[src/rtl/stage_reg_pkg.sv]
// Shared types and constants for the stage_reg two-entry skid buffer.
package stage_reg_pkg;

  localparam int DEFAULT_WIDTH = 32;
  localparam int CNT_WIDTH     = 32;

  // Encoding equals the number of entries held.
  typedef enum logic [1:0] {
    EMPTY = 2'd0,
    ONE   = 2'd1,
    FULL  = 2'd2
  } state_t;

endpackage

[src/rtl/stage_reg_slot.sv]
// One payload register: async reset and synchronous clear to CLEAR_VAL, load enable.
module stage_reg_slot
  import stage_reg_pkg::*;
#(
  parameter int               WIDTH     = DEFAULT_WIDTH,
  parameter logic [WIDTH-1:0] CLEAR_VAL = '0
) (
  input  logic             clk,
  input  logic             rst_n,
  input  logic             load,
  input  logic             clear,
  input  logic [WIDTH-1:0] d,
  output logic [WIDTH-1:0] q
);

  // NOTE: sequential state uses non-blocking assignments so every flop samples pre-edge values.
  always_ff @(posedge clk or negedge rst_n) begin
    if (!rst_n) begin
      q <= CLEAR_VAL;
    end else if (clear) begin
      q <= CLEAR_VAL;
    end else if (load) begin
      q <= d;
    end
  end

endmodule

[src/rtl/stage_reg.sv]
// Two-entry skid buffer pipeline stage with registered ready/valid on both sides.
// Define STAGE_REG_PERF_EN to build the 32-bit downstream stall counter; otherwise stall_cnt is 0.
module stage_reg
  import stage_reg_pkg::*;
#(
  parameter int               WIDTH     = DEFAULT_WIDTH,
  parameter logic [WIDTH-1:0] CLEAR_VAL = '0
) (
  input  logic                 clk,
  input  logic                 rst_n,
  input  logic                 enable,
  input  logic                 clear,
  input  logic                 in_valid,
  output logic                 in_ready,
  input  logic [WIDTH-1:0]     in_data,
  output logic                 out_valid,
  input  logic                 out_ready,
  output logic [WIDTH-1:0]     out_data,
  output logic [1:0]           occupancy,
  output logic [CNT_WIDTH-1:0] stall_cnt
);

  state_t           state, state_nxt;
  logic             accept, deliver;
  logic             main_load, skid_load, main_from_skid;
  logic [WIDTH-1:0] main_d, skid_q;

  // Handshake outputs decode from the state flops only, so ready never depends on out_ready.
  assign in_ready  = (state != FULL);
  assign out_valid = (state != EMPTY);
  assign accept    = in_valid  & in_ready  & enable & ~clear;
  assign deliver   = out_valid & out_ready & enable & ~clear;

  always_ff @(posedge clk or negedge rst_n) begin
    if (!rst_n) begin
      state <= EMPTY;
    end else begin
      state <= state_nxt;
    end
  end

  // NOTE: every always_comb output gets a default first so no path infers a latch.
  always_comb begin
    state_nxt      = state;
    main_load      = 1'b0;
    skid_load      = 1'b0;
    main_from_skid = 1'b0;
    unique case (state)
      EMPTY: begin
        if (accept) begin
          state_nxt = ONE;
          main_load = 1'b1;
        end
      end
      ONE: begin
        if (accept && !deliver) begin
          state_nxt = FULL;
          skid_load = 1'b1;
        end else if (deliver && !accept) begin
          state_nxt = EMPTY;
        end else if (accept && deliver) begin
          main_load = 1'b1;
        end
      end
      FULL: begin
        if (deliver) begin
          state_nxt      = ONE;
          main_load      = 1'b1;
          main_from_skid = 1'b1;
        end
      end
      default: state_nxt = EMPTY;
    endcase
    if (clear) begin
      state_nxt = EMPTY;
    end
  end

  assign main_d = main_from_skid ? skid_q : in_data;

  stage_reg_slot #(
    .WIDTH     (WIDTH),
    .CLEAR_VAL (CLEAR_VAL)
  ) u_main (
    .clk   (clk),
    .rst_n (rst_n),
    .load  (main_load),
    .clear (clear),
    .d     (main_d),
    .q     (out_data)
  );

  stage_reg_slot #(
    .WIDTH     (WIDTH),
    .CLEAR_VAL (CLEAR_VAL)
  ) u_skid (
    .clk   (clk),
    .rst_n (rst_n),
    .load  (skid_load),
    .clear (clear),
    .d     (in_data),
    .q     (skid_q)
  );

  always_comb begin
    occupancy = 2'd0;
    unique case (state)
      EMPTY:   occupancy = 2'd0;
      ONE:     occupancy = 2'd1;
      FULL:    occupancy = 2'd2;
      default: occupancy = 2'd0;
    endcase
  end

`ifdef STAGE_REG_PERF_EN
  always_ff @(posedge clk or negedge rst_n) begin
    if (!rst_n) begin
      stall_cnt <= '0;
    end else if (clear) begin
      stall_cnt <= '0;
    end else if (out_valid && !out_ready && enable) begin
      stall_cnt <= stall_cnt + 1'b1;
    end
  end
`else
  assign stall_cnt = '0;
`endif

endmodule

[config.mk]
export PLATFORM = sky130hd
export DESIGN_NAME = stage_reg
export DESIGN_NICKNAME = d
export VERILOG_FILES = /design/src/rtl/stage_reg_pkg.sv /design/src/rtl/stage_reg_slot.sv /design/src/rtl/stage_reg.sv
export SDC_FILE = /design/constraint.sdc
export NUM_CORES = 1
export LEC_CHECK = 0
export BUFFER_PORTS_ARGS = -buffer_cell sky130_fd_sc_hd__buf_2
export CORE_ASPECT_RATIO = 0.9
export CORE_MARGIN = 3
export CORE_UTILIZATION = 40
export DETAILED_ROUTE_END_ITERATION = 8
export PLACE_DENSITY = 0.76
export SYNTH_ARGS = -nofsm -noshare
export SYNTH_HDL_FRONTEND = slang
export SYNTH_SLANG_ARGS = --single-unit
[constraint.sdc]
create_clock -name clk -period 2.3 [get_ports clk]
set_input_delay 0.46 -clock clk [delete_from_list [all_inputs] [get_ports clk]]
set_output_delay 0.46 -clock clk [all_outputs]
set_load 0.03 [all_outputs]
**Word level (Yosys, flattened, before mapping)**

Index checks and enable logic that the tools add are counted.
W data, S select, Z words.

- Logic and storage cells: 47
- Register bits: 66

- Reductions and logical operators: 10
- Equal/unequal tests: 6
- Multiplexer cells: 21
- Bitwise operators: 7

Operator list:

| kind | count |
|---|---|
| $mux W32 | 5 |
| $mux W2 | 5 |
| $mux W1 | 8 |
| $and A1 B1 Y1 | 6 |
| $ne A3 B3 Y1 const B | 2 |
| $pmux W2 S3 | 1 |
| $reduce_bool A2 Y1 | 3 |
| $ne A4 B4 Y1 const B | 1 |
| $pmux W2 S2 | 1 |
| $logic_and A1 B1 Y1 | 3 |
| $pmux W1 S3 | 1 |
| $reduce_and A3 Y1 | 1 |
| $eq A2 B1 Y1 const B | 1 |
| $eq A2 B2 Y1 const B | 1 |
| $logic_not A1 Y1 | 2 |
| $logic_not A2 Y1 | 1 |
| $ne A2 B2 Y1 const B | 1 |
| $not A1 Y1 | 1 |

**Logic depth before layout (Yosys ltp)**

- Depth in word-level cells: 11
- Mapped depth: 7

**Cells and area by module**

From an unflattened synthesis, not the netlist that was laid out.

- Cell total of the unflattened synthesis: 299
- Area, all modules: 3604.7 sq um

By module, submodules not included:

| module | instances | area each (sq um) | cells each |
|---|---|---|---|
| stage_reg_slot | 2 | 1323.8 | 103 |
| stage_reg | 1 | 957.2 | 93 |

**Worst setup path after synthesis**

No wires, ideal clock.

- Path kind: input port to flip-flop
- Start: input port clear
- End: register u_main.q[0]
- Required time: 2.177 ns
- Buffers on the path: 3
- Slack: 0.766 ns
- Cell stages on the path: 7
- Arrival time: 1.411 ns
- Library setup time: 0.123 ns
- Cell sequence: buf_2 > nor2b_4 > and3_4 > buf_8 > buf_12 > mux2i_1 > o2bb2ai_1

- Longest elaborated chain between the ends: 8
- Elaborated cells on any way between the ends: 19
- Those cells by class: mux: 10; bitwise: 3; reduce/logical: 6

Ends and longest elaborated chain:

| item | RTL line | source |
|---|---|---|
| start: declaration | stage_reg.sv:12 | `input logic clear,` |
| $not A1 Y1 | stage_reg.sv:31, stage_reg.sv:32 |  |
| $and A1 B1 Y1, on equally long branches | stage_reg.sv:31, stage_reg.sv:32 |  |
| $logic_and A1 B1 Y1 / $logic_not A1 Y1 (equally long branches) | stage_reg.sv:61, stage_reg.sv:59 |  |
| $mux W1 / $logic_and A1 B1 Y1 (equally long branches) | stage_reg.sv:61, stage_reg.sv:59 |  |
| $mux W1 | stage_reg.sv:59 | `end else if (deliver && !accept) begin` |
| $mux W1 | stage_reg.sv:56 | `if (accept && !deliver) begin` |
| $pmux W1 S3 | stage_reg.sv:48 | `unique case (state)` |
| $reduce_bool A2 Y1 (no line) | -- |  |
| end signal: assignment | stage_reg_slot.sv:19 | `q <= CLEAR_VAL;` |
| end signal: assignment | stage_reg_slot.sv:21 | `q <= CLEAR_VAL;` |
| end signal: assignment | stage_reg_slot.sv:23 | `q <= d;` |
| end: declaration | stage_reg_slot.sv:13 | `output logic [WIDTH-1:0] q` |

Several ways; a longest one is shown, not always the timed one. The select of a mux whose other input is x is not followed.
A chain may end at the register's enable or synchronous reset.

**Final worst setup path**

- Start: register state[0]
- End: output port out_valid

- Longest elaborated chain between the ends: 1

Ends and longest elaborated chain:

| item | RTL line | source |
|---|---|---|
| start: declaration | stage_reg.sv:23 | `state_t state, state_nxt;` |
| start signal: assignment | stage_reg.sv:38 | `state <= state_nxt;` |
| $reduce_bool A2 Y1 | stage_reg.sv:30 | `assign out_valid = (state != EMPTY);` |
| end: declaration | stage_reg.sv:16 | `output logic out_valid,` |

Every way passes these cells.

==> results.md <==
* Outcome: complete, no violations
* CP Data Arrival Time at 1.29 ns
* # nets final at 411
* # resized after CTS at 0
* Placed insts at 458
* First-iteration detailed-routing DRC count at 124
* Min cycle time layout at 1.748 ns
* Grt ovf at 0
* Xor/xnor cell area share of the yosys netlist at 0
* Cell taking the most area after synthesis: dfrtp_1
* Synth Register Bits at 66
* Initial antenna violation count at 0
* Max layer used: met4
* Reg-to-reg slack, setup at 0.57 ns
* Post-synth EDFFs at 0
* Critical path peak fanout at 6
* Worst R2R End: u_main.q[30]
* Drc violations at 0
* Core ar. at 7732 sq um
* Leakage at 1.845 nW
* Die height at 91.49 microns
* Yosys top cell area share at 0.5085
* Starting density of the core at 0.4201
* Final setup violating endpoints at 0
* Clock transition at path regs at 0.07 ns
* Fin cells at 473
* Synth Area in Simple Gates at 0.1468
* CTS Root Cell: clkbuf_8
* Final Cycle Share at 0.7601
* Pwr/cell area at 667.7 nW/um^2
* Dominant synthesized flop cell: dfrtp_1
* Vias per std cell at 4.975
* WL met3 at 546 microns
* DPL Wire Length at 4939 microns
* Post-Layout Inst Area at 3737 sq um
* Critical path required time at 1.84 ns
* Post-synthesis sequential area ratio at 0.5085
* Drt pass-1 iters at 4
* Worst Hold Class: input pin to asynchronous set/reset pin
* GRT Total Usage at 0.1611
* Critical path type: flip-flop to output port
* I/O Buffers at 73
* Fmax at 572.0 MHz
* R2r startpoint: state[0]
* Vias at 2353
* Mux contribution to synthesized area at 0.09861
* Routed WL per cell at 15.20 microns
* CTS H-Tree Depth at 3
* Async set-reset flop share out of synthesis at 1.000
* CP endpoint kind: output port
* Worst setup SP type: flip-flop
* Total wire length at 7189 microns
* Cell count after synthesis at 301
* Placed cell area at 3552 sq um
* CTS tree: built
* Num CTS Buffers at 9
* DIE AREA at 9239 sq um
* Final Hold Vio Count at 0
* Max Slew Vio Count at 0
* Routed Antenna Nets at 0
* Unique cell type count in the Yosys netlist at 29
* Worst r2r path cells at 4
* CTS Buffer Depth at 2
* Pin count of the biggest net entering global routing at 36
* Sink Count at 66
* VDD IR max at 0.2632 mV
* Largest cells by area after synthesis: dfrtp_1 51%, mux2i_1 9.9%, o2bb2ai_1 8.6%, nand2_1 7.6%, buf_4 7.4%
* Metal2 WL at 3257 microns
* RePlAce Congestion at 0.7904
* Ys Warns at 0
* RSZ-0062 raised after global routing: false
* Max-slew headroom at 0.6236
* Die X at 101.0 microns
* Cts hold-fix bufs at 0
* Largest family of logic cells by synthesized area: simple AND/OR/NAND/NOR gates
* Num ports at 106
* Tot Pwr at 0.002495 W
* Maximum capacitance violations at 0
* Worst-margin pin slew at 0.5646 ns
* # Post-CTS Setup Buffers at 0
* Skew final at 0.005761 ns
* Ant. Diodes at 0
* Synth Area in Adders at 0
* Average size of a mapped cell at 10.79 sq um
* Post-Route M1 WL at 3328 microns
* P&R area growth vs syn at 15.06%
* Later-pin clock latency in the skew report at 0.34 ns
* Share of cells above drive strength 1 at 0.2706
* # rows at 30
* Vias in the first global route at 2289
* Cell area after synthesis at 3248 sq um
* Synth Area in Compound Gates at 0.1229
* First-pass GRT wire length at 11520 microns
* Setup TNS Final at 0 ns
[layout make-up]
class	instances	area (sq um)
fill	730	3995
sequential	66	1652
multi-input combinational	212	1324
timing repair buffer	83	452.9
clock buffer	12	145.1
tap	96	120.1
clock inverter	3	40.04
inverter	1	3.754
[cells in the mapped netlist, drive strengths merged (2+ instances only)]
| master | instances |
|---|---|
| dfrtp | 66 |
| nand2 | 66 |
| buf | 48 |
| mux2i | 32 |
| o2bb2ai | 32 |
| nand3b | 18 |
| a21oi | 15 |
| clkbuf | 5 |
| nor2b | 3 |
| a32oi | 2 |
| and2b | 2 |
| and3 | 2 |
| nor2 | 2 |
[state kept, by name, indices dropped and copies added (netlist names)]
register,count
state,2
u_main.q,32
u_skid.q,32
[stage by stage]
step           utilization  hold slack [ns]  worst slack [ns]
2_1_floorplan            -           0.1644            0.7657
3_3_place_gp        0.4594           0.4682            0.4665
3_5_place_dp        0.4594           0.4685            0.4140
4_1_cts             0.4833           0.1138            0.5364
5_1_grt             0.4833           0.1358            0.4773
6_report            0.4833           0.1022            0.5518
[where the power goes]
group	internal, W	total [W]	switching [W]
Clock	0.000522	0.000939	0.000417
Combinational	0.0000948	0.000341	0.000247
Sequential	0.00119	0.00121	0.0000209
[critical path, cell delays in order (launching register included)]
cell     delay (ns)
dfrtp_1        0.45
or2_2          0.32
buf_2          0.18
[logic make-up (layout without fill, tap and decap cells)]
logic type / after synthesis / after routing
other: 1 / 32
buffers and inverters: 54 / 99
and+or+nand+nor: 96 / 96
muxes: 32 / 32
DFF: 66 / 66
AOI/OAI and AO/OA: 52 / 52
[worst max-delay path by stage]
| stage | start | endpoint | slack (ns) | cells after the start |
|---|---|---|---|---|
| 5_1_grt | state[1] | u_main.q[12] | 0.48 | 4 |
| 6_report | state[0] | out_valid | 0.55 | 2 |
| 3_3_place_gp | enable | u_main.q[9] | 0.47 | 5 |
| 2_1_floorplan | clear | u_main.q[0] | 0.77 | 7 |
| 3_5_place_dp | enable | u_main.q[30] | 0.41 | 5 |
| 4_1_cts | state[0] | out_valid | 0.54 | 2 |
[cell usage in the layout (no fill, tap or decap), drive strengths merged, types with 2 or more instances in the layout]
cell     Yosys  layout
mux2i       32      32
nor2b        3       3
nand3b      18      18
nor2         2       2
clkbuf       5      12
and3         2       2
a32oi        2       2
a21oi       15      15
dfrtp       66      66
clkinv       0       2
conb         1      32
o2bb2ai     32      32
buf         48      83
nand2       66      66
and2b        2       2
[metal layers]
layer  up-vias  track usage
met3         6      0.05223
met5         -            0
li1       1112            -
met1      1151       0.2248
met4         0      0.05316
met2        84       0.2357
Power figures use the tool's default switching activity.
